<file path="src/rtl/bin2ascii_pkg.sv">
// Shared definitions for the multi-channel binary-to-ASCII converter:
// FSM state encoding, ASCII character constants and the double-dabble
// add-3 nibble correction.
package bin2ascii_pkg;

    typedef enum logic [2:0] {
        ST_IDLE,
        ST_LOAD,
        ST_SHIFT,
        ST_STORE,
        ST_DONE
    } state_e;

    localparam logic [7:0] ASCII_ZERO  = 8'h30;
    localparam logic [7:0] ASCII_NINE  = 8'h39;
    localparam logic [7:0] ASCII_SPACE = 8'h20;

    // Double-dabble pre-shift correction: a digit >= 5 would become >= 10
    // after doubling, so bias it by 3 so that the shift carries into the next
    // digit.
    function automatic logic [3:0] add3(input logic [3:0] nib);
        return (nib >= 4'd5) ? nib + 4'd3 : nib;
    endfunction

endpackage

</file>
<file path="src/rtl/dd_shift_core.sv">
// Double-dabble shift engine: a (BCD_DIGITS+1)-digit BCD register
// concatenated with a BIN_WIDTH-bit magnitude register.
//   clk, reset  : clock, asynchronous active-low reset
//   enable      : clock-enable, low holds all state
//   load_i      : clear BCD/carry and load mag_i
//   step_i      : one add-3 + shift-left iteration
//   mag_i       : unsigned magnitude to convert
//   bcd_o       : BCD result, extra (overflow) digit in the top nibble
//   carry_o     : sticky flag, a bit was shifted out of the BCD register
module dd_shift_core
    import bin2ascii_pkg::*;
#(
    parameter int BIN_WIDTH  = 12,
    parameter int BCD_DIGITS = 4
) (
    input  logic                        clk,
    input  logic                        reset,
    input  logic                        enable,
    input  logic                        load_i,
    input  logic                        step_i,
    input  logic [BIN_WIDTH-1:0]        mag_i,
    output logic [(BCD_DIGITS+1)*4-1:0] bcd_o,
    output logic                        carry_o
);

    localparam int BCD_W = (BCD_DIGITS + 1) * 4;

    logic [BCD_W-1:0]     bcd_q, bcd_d, bcd_adj;
    logic [BIN_WIDTH-1:0] mag_q, mag_d;
    logic                 carry_q, carry_d;

    // NOTE: every signal written in a combinational block gets a default
    // first, so no path leaves it unassigned and no latch is inferred.
    always_comb begin
        bcd_adj = '0;
        for (int d = 0; d < BCD_DIGITS + 1; d++) begin
            bcd_adj[d*4 +: 4] = add3(bcd_q[d*4 +: 4]);
        end

        bcd_d   = bcd_q;
        mag_d   = mag_q;
        carry_d = carry_q;
        if (load_i) begin
            bcd_d   = '0;
            mag_d   = mag_i;
            carry_d = 1'b0;
        end else if (step_i) begin
            bcd_d   = {bcd_adj[BCD_W-2:0], mag_q[BIN_WIDTH-1]};
            mag_d   = {mag_q[BIN_WIDTH-2:0], 1'b0};
            carry_d = carry_q | bcd_adj[BCD_W-1];
        end
    end

    // NOTE: sequential state uses non-blocking assignments so every register
    // samples the pre-edge values, independent of statement order.
    always_ff @(posedge clk or negedge reset) begin
        if (!reset) begin
            bcd_q   <= '0;
            mag_q   <= '0;
            carry_q <= 1'b0;
        end else if (enable) begin
            bcd_q   <= bcd_d;
            mag_q   <= mag_d;
            carry_q <= carry_d;
        end
    end

    assign bcd_o   = bcd_q;
    assign carry_o = carry_q;

endmodule

</file>
<file path="src/rtl/multi_channel_bin2ascii.sv">
// Converts NUM_CH binary channels (signed or unsigned) to fixed-width ASCII
// decimal with one time-multiplexed double-dabble engine. All channels are
// converted from a snapshot taken at start and committed together.
//   clk, reset   : clock, asynchronous active-low reset
//   enable       : clock-enable, low freezes everything
//   start        : conversion request, honoured in IDLE only
//   bin_flat     : channel k at [k*BIN_WIDTH +: BIN_WIDTH]
//   ascii_flat   : channel k at [k*BCD_DIGITS*8 +: BCD_DIGITS*8], MS digit on top
//   is_negative  : per-channel sign of the committed result
//   overflow     : per-channel magnitude >= 10^BCD_DIGITS (digits read all '9')
//   busy         : conversion in progress
//   done         : one-cycle pulse when results commit
module multi_channel_bin2ascii
    import bin2ascii_pkg::*;
#(
    parameter int NUM_CH     = 4,
    parameter int BIN_WIDTH  = 12,
    parameter int BCD_DIGITS = 4,
    parameter bit SIGNED     = 1'b1,
    parameter bit BLANK_LZ   = 1'b0
) (
    input  logic                           clk,
    input  logic                           reset,
    input  logic                           enable,
    input  logic                           start,
    input  logic [NUM_CH*BIN_WIDTH-1:0]    bin_flat,
    output logic [NUM_CH*BCD_DIGITS*8-1:0] ascii_flat,
    output logic [NUM_CH-1:0]              is_negative,
    output logic [NUM_CH-1:0]              overflow,
    output logic                           busy,
    output logic                           done
);

    localparam int CH_W  = BCD_DIGITS * 8;
    localparam int ALL_W = NUM_CH * CH_W;
    localparam int IDX_W = (NUM_CH > 1) ? $clog2(NUM_CH) : 1;
    localparam int CNT_W = $clog2(BIN_WIDTH + 1);
    localparam int BCD_W = (BCD_DIGITS + 1) * 4;

    localparam logic [IDX_W-1:0] LAST_CH    = IDX_W'(NUM_CH - 1);
    localparam logic [CNT_W-1:0] CNT_LOAD   = CNT_W'(BIN_WIDTH);
    localparam logic [ALL_W-1:0] ASCII_INIT = {(NUM_CH*BCD_DIGITS){ASCII_ZERO}};

    state_e                      state_q, state_d;
    logic [IDX_W-1:0]            ch_idx_q;
    logic [CNT_W-1:0]            cnt_q;
    logic [NUM_CH*BIN_WIDTH-1:0] snap_q;
    logic [ALL_W-1:0]            shadow_ascii_q, ascii_q;
    logic [NUM_CH-1:0]           shadow_neg_q, shadow_ovf_q, neg_q, ovf_q;
    logic                        done_q;

    // Channel select and sign/magnitude split. Negating the most negative
    // code wraps to 2^(BIN_WIDTH-1), which is the correct magnitude.
    logic [BIN_WIDTH-1:0] raw_sel, mag_sel;
    logic                 neg_sel;

    always_comb begin
        raw_sel = snap_q[ch_idx_q*BIN_WIDTH +: BIN_WIDTH];
        neg_sel = SIGNED && raw_sel[BIN_WIDTH-1];
        mag_sel = neg_sel ? (~raw_sel + BIN_WIDTH'(1)) : raw_sel;
    end

    logic [BCD_W-1:0] bcd;
    logic             bcd_carry;

    dd_shift_core #(
        .BIN_WIDTH  (BIN_WIDTH),
        .BCD_DIGITS (BCD_DIGITS)
    ) u_core (
        .clk     (clk),
        .reset   (reset),
        .enable  (enable),
        .load_i  (state_q == ST_LOAD),
        .step_i  (state_q == ST_SHIFT),
        .mag_i   (mag_sel),
        .bcd_o   (bcd),
        .carry_o (bcd_carry)
    );

    // Digit formatting for the channel being stored. Blanking walks down
    // from the top digit and stops at the first nonzero digit; digit 0 is
    // always printed, and a saturated value is never blanked.
    logic             fmt_ovf;
    logic             leading;
    logic [CH_W-1:0]  fmt_ascii;
    logic [3:0]       digit;

    always_comb begin
        fmt_ovf   = (bcd[BCD_W-1 -: 4] != 4'd0) || bcd_carry;
        leading   = BLANK_LZ && !fmt_ovf;
        fmt_ascii = '0;
        digit     = '0;
        for (int d = BCD_DIGITS - 1; d >= 0; d--) begin
            digit = bcd[d*4 +: 4];
            if (fmt_ovf) begin
                fmt_ascii[d*8 +: 8] = ASCII_NINE;
            end else if (leading && digit == 4'd0 && d != 0) begin
                fmt_ascii[d*8 +: 8] = ASCII_SPACE;
            end else begin
                fmt_ascii[d*8 +: 8] = ASCII_ZERO + {4'd0, digit};
                leading = 1'b0;
            end
        end
    end

    // State register.
    always_ff @(posedge clk or negedge reset) begin
        if (!reset) begin
            state_q <= ST_IDLE;
        end else if (enable) begin
            state_q <= state_d;
        end
    end

    // Next-state logic.
    always_comb begin
        state_d = state_q;
        unique case (state_q)
            ST_IDLE:  if (start) state_d = ST_LOAD;
            ST_LOAD:  state_d = ST_SHIFT;
            ST_SHIFT: if (cnt_q == CNT_W'(1)) state_d = ST_STORE;
            ST_STORE: state_d = (ch_idx_q == LAST_CH) ? ST_DONE : ST_LOAD;
            ST_DONE:  state_d = ST_IDLE;
            default:  state_d = ST_IDLE;
        endcase
    end

    // State-decoded outputs.
    always_comb begin
        busy = (state_q != ST_IDLE);
    end

    // Datapath: snapshot, iteration counters, shadow and committed results.
    // NOTE: snapshot and shadow arrays are reset explicitly so a reset gives a
    // fully known state; they are small registers, not RAM.
    always_ff @(posedge clk or negedge reset) begin
        if (!reset) begin
            ch_idx_q       <= '0;
            cnt_q          <= '0;
            snap_q         <= '0;
            shadow_ascii_q <= ASCII_INIT;
            shadow_neg_q   <= '0;
            shadow_ovf_q   <= '0;
            ascii_q        <= ASCII_INIT;
            neg_q          <= '0;
            ovf_q          <= '0;
            done_q         <= 1'b0;
        end else if (enable) begin
            done_q <= 1'b0;
            unique case (state_q)
                ST_IDLE: begin
                    if (start) begin
                        snap_q   <= bin_flat;
                        ch_idx_q <= '0;
                    end
                end
                ST_LOAD:  cnt_q <= CNT_LOAD;
                ST_SHIFT: cnt_q <= cnt_q - CNT_W'(1);
                ST_STORE: begin
                    shadow_ascii_q[ch_idx_q*CH_W +: CH_W] <= fmt_ascii;
                    shadow_neg_q[ch_idx_q]                <= neg_sel;
                    shadow_ovf_q[ch_idx_q]                <= fmt_ovf;
                    if (ch_idx_q != LAST_CH) begin
                        ch_idx_q <= ch_idx_q + IDX_W'(1);
                    end
                end
                ST_DONE: begin
                    ascii_q <= shadow_ascii_q;
                    neg_q   <= shadow_neg_q;
                    ovf_q   <= shadow_ovf_q;
                    done_q  <= 1'b1;
                end
                default: ;
            endcase
        end
    end

    assign ascii_flat  = ascii_q;
    assign is_negative = neg_q;
    assign overflow    = ovf_q;
    assign done        = done_q;

endmodule

</file>
<file path="config.mk">
export PLATFORM = sky130hd
export DESIGN_NAME = multi_channel_bin2ascii
export DESIGN_NICKNAME = d
export VERILOG_FILES = /design/src/rtl/bin2ascii_pkg.sv /design/src/rtl/dd_shift_core.sv /design/src/rtl/multi_channel_bin2ascii.sv
export SDC_FILE = /design/constraint.sdc
export NUM_CORES = 1
export LEC_CHECK = 0
export CAP_MARGIN = 20
export CORE_MARGIN = 2
export CORE_UTILIZATION = 35
export DETAILED_ROUTE_END_ITERATION = 16
export PLACE_DENSITY = 0.68
export RECOVER_POWER = 25
export SETUP_SLACK_MARGIN = 0.1
export SYNTH_ARGS = -nofsm -noshare
export SYNTH_HDL_FRONTEND = slang
export SYNTH_SLANG_ARGS = --single-unit
</file>
<file path="constraint.sdc">
create_clock -name clk -period 2.5 [get_ports clk]
set_clock_uncertainty 0.1 [all_clocks]
set_input_delay 0.25 -clock clk [delete_from_list [all_inputs] [get_ports clk]]
set_output_delay 0.25 -clock clk [all_outputs]
set_load 0.005 [all_outputs]
</file>
Word level (Yosys, flattened, before mapping)
Index checks and enable logic that the tools add are counted.
- ROM bits: 0
- output and inout bits: 138
- input bits: 52
- memory bits (writable): 0
- register bits: 363
- bits in latches: 0
- logic and storage cells: 93
- memories kept: 0
- bitwise operators: 2
- reduce and logical (&&, ||, !) cells: 13
- multipliers: 1
- mux-type cells: 30
- div/mod/pow operators: 0
- equality and inequality tests: 10
- add/subtract/negate cells: 13
- shifts and indexed selects: 3
- order comparisons: 7
- operators by type and width (operator ; count):
    $bwmux W128 ; 1
    $shift A32 B34 Y128 const A ; 1
    $shiftx A32 B34 Y128 ; 1
    $shiftx A48 B7 Y12 ; 1
    $mux W20 ; 2
    $mux W12 ; 3
    $neg A7 Y34 ; 1
    $add A6 B4 Y7 const A ; 4
    $mux W7 ; 4
    $add A4 B2 Y4 const B ; 5
    $ge A4 B3 Y1 const B ; 5
    $mux W4 ; 5
    $add A12 B1 Y12 const B ; 1
    $not A12 Y12 ; 1
    $pmux W3 S4 ; 1
    $mux W3 ; 3
    $bwmux W4 ; 2
    $ne A2 B2 Y1 const B ; 4
    $pmux W4 S2 ; 1
    $eq A3 B2 Y1 const B ; 2
    $reduce_and A2 Y1 ; 3
    $reduce_and A3 Y1 ; 2
    $eq A4 B1 Y1 const B ; 1
    $mul A2 B2 Y4 const B ; 1
    other kinds (19) ; 24

Longest topological paths before layout
- depth after elaboration: 6
- gate-level depth with buffers: 10
- depth with buffers taken out: 8

Hierarchy
From an unflattened synthesis, not the netlist that was laid out.
- cells, all modules: 886
- area total of the unflattened synthesis: 10784.1 um2
- modules (own cells, without submodules) (module ; cells an instance ; times used ; area an instance (um2) ; seq. area each (um2)):
    multi_channel_bin2ascii ; 706 ; 1 ; 8957.3 ; 5265.0
    dd_shift_core ; 180 ; 1 ; 1826.8 ; 825.8

Worst setup path before layout
No wires, ideal clock.
- path type: flip-flop to flip-flop
- start: reg ch_idx_q[0]
- end: reg shadow_ascii_q[10]
- arrival time: 2365 ps
- setup slack: -33 ps
- cell stages (with the launch flop): 9
- data required time: 2332 ps
- path through: dfrtp_1 > buf_6 > buf_2 > inv_1 > ha_1 > or2_2 > clkbuf_1 > nor3_1 > a22o_1
- longest elaborated chain between the ends: 3
- elaborated cells on any way between the ends: 4
- those cells by class: 1 x add/sub; 2 x shift; 1 x mux
- RTL lines (what ; RTL line ; RTL):
    from (decl) ; multi_channel_bin2ascii.sv:45 ; logic [IDX_W-1:0] ch_idx_q;
    from (signal assigned) ; multi_channel_bin2ascii.sv:164 ; ch_idx_q <= ch_idx_q + IDX_W'(1);
    $neg A7 Y34 (*) ; multi_channel_bin2ascii.sv:160 ; shadow_ascii_q[ch_idx_q*CH_W +: CH_W] <= fmt_ascii;
    $shiftx A32 B34 Y128 / $shift A32 B34 Y128 (equally long branches) ; multi_channel_bin2ascii.sv:160 ;
    $bwmux W128 (*) ; multi_channel_bin2ascii.sv:160 ;
    to (signal, indexed assignment) ; multi_channel_bin2ascii.sv:160 ;
    to (decl) ; multi_channel_bin2ascii.sv:48 ; logic [ALL_W-1:0] shadow_ascii_q, ascii_q;
Every way passes the cells marked *; elsewhere a longest branch is shown, timed or not.
A chain may end at the register's enable or synchronous reset.

Final worst setup path
- start: reg ch_idx_q[0]
- end: reg u_core.mag_q[9]
- longest elaborated chain between the ends: 6
- RTL lines (what ; RTL line ; RTL):
    $mul A2 B2 Y4 (*) ; multi_channel_bin2ascii.sv:58 ; raw_sel = snap_q[ch_idx_q*BIN_WIDTH +: BIN_WIDTH];
    $shiftx A48 B7 Y12 (*) ; multi_channel_bin2ascii.sv:58 ;
    $not A12 Y12 ; multi_channel_bin2ascii.sv:60 ; mag_sel = neg_sel ? (~raw_sel + BIN_WIDTH'(1)) : raw_sel;
    $add A12 B1 Y12 ; multi_channel_bin2ascii.sv:60 ;
    $mux W12 (*) ; multi_channel_bin2ascii.sv:60 ;
    $mux W12 (*) ; dd_shift_core.sv:43 ; if (load_i) begin
    to (signal assigned) ; dd_shift_core.sv:63 ; mag_q <= mag_d;
    to (decl) ; dd_shift_core.sv:29 ; logic [BIN_WIDTH-1:0] mag_q, mag_d;
Marked as above.

==> reports/metrics.csv <==
metric,value,unit
synth_area,0.0108,sq mm
overflow,0,
p_leak,6.12,nW
vdd_drop_max,0.611,mV
antenna_found_initial,2,
wire_per_inst,17.1,microns
cts_buffer_depth,3,
power,14.1,mW
p_sw,4.74,mW
clkPwrFrac,27.5,%
seqPwrFrac,39.3,%
totalWireLength,24.8,mm
rsz0062_at_grt,yes,
cpPeakStageDelay,0.57,ns
hold_viol,0,
tightestPinTransition,1.85,ns
hpwl,17.3,mm
cp.arrival,2.73,ns
maxCapViolations,1,
n_fill_cell,2789,
post-place-ws,-0.0649,ns
io_buffers,157,
multi_input_area,0.00412,sq mm
ys.flop_type,dfrtp_1,
crit_type,reg2reg,
seqCellArea,0.00609,sq mm
path_max_fanout,6,
hp-class,in2reg,
p_comb_share,33.1,%
fp.dieH,179,microns
synth.most_common_cell,dfrtp_1,
ctsHtreeMaxLevel,1,
place_congestion,0.840,
crit_chain,mux4_2 -> nor4_4 -> nand4_2 -> or4_1 -> a32o_1,
die_w,179,microns
area_growth,27.5,%
ys_seq_area_share,56.6,%
relSlewSlack,-23.5,%
synth_area_per_cell,12.4,sq um
start_kind,register,
cts_root_buf,clkbuf_16,
outcome,"finished, violations left",
nets,1102,
ys_ff_latch,243,
initialDrtViolationCount,518,
die_area,0.0321,sq mm
clkSlewWorstSetupHoldPaths,0.06,ns
slowest_stage,mux4_2,
maxSlewViolCount,71,
fmaxAchievable,414,MHz
ant_nets,0,
grt_pass1_vias,7205,
synth_top_area_share,54.7,%
async_flop_share,100,%
violations,"max-capacitance violations, max-slew violations",
cts-buffers-inserted,26,
grt_usage,15.4,%
syn_inst,865,
yosysTopAreaCell,dfrtp_1,
insertion_delay,0.53,ns
grt_pass1_wl,39.5,mm
crit_path_end_kind,register,
finalSetupTns,0,ns
synth-edff-count,0,
cp.required,2.81,ns
drc_errors,0,
core,0.0304,sq mm
synth_common_cells,"235 x dfrtp_1, 125 x mux2_2, 63 x nand2_1, 60 x buf_4, 59 x o21ai_0",
vias_per_cell,4.96,
cts_tree,built,
p_int,9.34,mW
p_per_area,1030,mW/mm^2
ioPinCount,190,
via_count,7174,
drive_above_1_share,24.8,%
grt_max_degree,74,
setup_viol,0,
layout_min_cycle_time,2.42,ns
fin_crit_sh,96.7,%
yosysUniqueCellTypes,55,
num_rows,64,
fin_area,0.0137,sq mm
setup_slack,0.0833,ns
power_switching_share,33.7,%
dr.pass1.iters,4,
dpl_cell_area,0.0128,sq mm
start_util,35.3,%
ys_top_cells_by_area,"dfrtp_1 55%, mux2_2 13%, buf_4 4.2%",
clock-sinks,243,
yosysWarnings,0,
## timing repair
item                       CTS  global route
hold endpoints to repair    68             0
buffers inserted             3             0
setup endpoints to repair    3            33
gates resized for setup      4            16
pin swaps                    2             4
hold buffers                 1             0
## layer usage
metal	global-route usage, %	up-vias	wire, microns
met5	0	-	10
met4	3.73	2	593
met3	3.03	44	1440
met2	24.3	202	11300
met1	21.9	3596	11400
li1	-	3330	-
## flip-flops by register name, summed over array words and instances (netlist names)
signal	cells
is_negative	4
ascii_flat	68
shadow_neg_q	4
cnt_q	4
shadow_ascii_q	68
done	1
u_core.carry_o	1
snap_q	48
ch_idx_q	2
state_q	3
overflow	4
shadow_ovf_q	4
u_core.mag_q	12
u_core.bcd_o	20
## area by class of cell
class	count	area share (%)
timing repair buffer	212	15.0
clock buffer	39	5.32
inverter	21	0.575
multi-input combinational	526	30.1
clock inverter	9	1.00
antenna	1	0.0182
sequential	243	44.4
tap	396	3.61
## metrics by stage
| step | util (%) | hold WS [ns] | std cells |
|---|---|---|---|
| 4_1_cts | 45.0 | 0.215 | 1447 |
| 6_report | 45.1 | 0.238 | 1447 |
| 3_3_place_gp | 42.0 | 0.180 | 1395 |
| 2_1_floorplan | - | -0.146 | 896 |
| 5_1_grt | 45.1 | 0.232 | 1446 |
| 3_5_place_dp | 42.0 | 0.179 | 1395 |
## path summary, 6_finish.rpt
check	start	to	slack, ns	cells past startpoint
max	ch_idx_q[0]$_DFFE_PN0P_	u_core.mag_q[9]$_DFFE_PN0P_	0.08	5
min	bin_flat[37]	snap_q[37]$_DFFE_PN0P_	0.24	2
max reg2reg	ch_idx_q[0]$_DFFE_PN0P_	u_core.mag_q[9]$_DFFE_PN0P_	0.08	5
min reg2reg	shadow_ascii_q[83]$_DFFE_PN0P_	shadow_ascii_q[83]$_DFFE_PN0P_	0.38	2
max in group asynchronous	reset	ascii_flat[125]$_DFFE_PN1P_	0.39	3
min in group asynchronous	reset	snap_q[39]$_DFFE_PN0P_	0.71	2
## placed cells by master, fill, tap and decap left out, drive strengths merged, types with 12 or more instances in the layout
master	netlist	routed
mux2	125	125
dfrtp	235	235
clkbuf	30	39
o22ai	12	12
mux4	12	12
nor2	33	33
ha	20	20
buf	76	55
o31ai	15	15
nand2	63	63
clkdlybuf4s50	0	155
conb	1	32
nand2b	15	15
a21oi	27	27
a22o	38	38
inv	21	22
o21ai	59	59
## worst max-delay path, delay by kind of cell, from the launching register on
family	cells	cell delay (ns)
flip-flops	1	0.45
AO/OA/AOI/OAI	1	0.26
AND/OR/NAND/NOR	3	0.93
multiplexers	1	0.57
## power by group through the flow
stage / combinational, mW / sequential (mW) / clock [mW]
3_3_place_gp: 4.40 / 5.54 / 0
5_1_grt: 5.15 / 5.65 / 4.11
2_1_floorplan: 3.01 / 5.21 / 0
6_report: 4.66 / 5.53 / 3.88
4_1_cts: 4.61 / 5.52 / 3.96
3_5_place_dp: 4.54 / 5.57 / 0
## logic make-up (layout without fill, tap and decap cells)
logic type | Yosys count | count (layout) | synth area share (%)
DFF | 243 | 243 | 56.6
adders and majority gates | 20 | 20 | 2.33
other | 1 | 33 | 0.0349
muxes | 138 | 138 | 15.8
buffers and inverters | 127 | 281 | 6.62
and+or+nand+nor | 150 | 150 | 6.89
xor gates and xnor gates | 16 | 16 | 1.30
AOI/OAI and AO/OA | 170 | 170 | 10.4
Power figures use the tool's default switching activity.
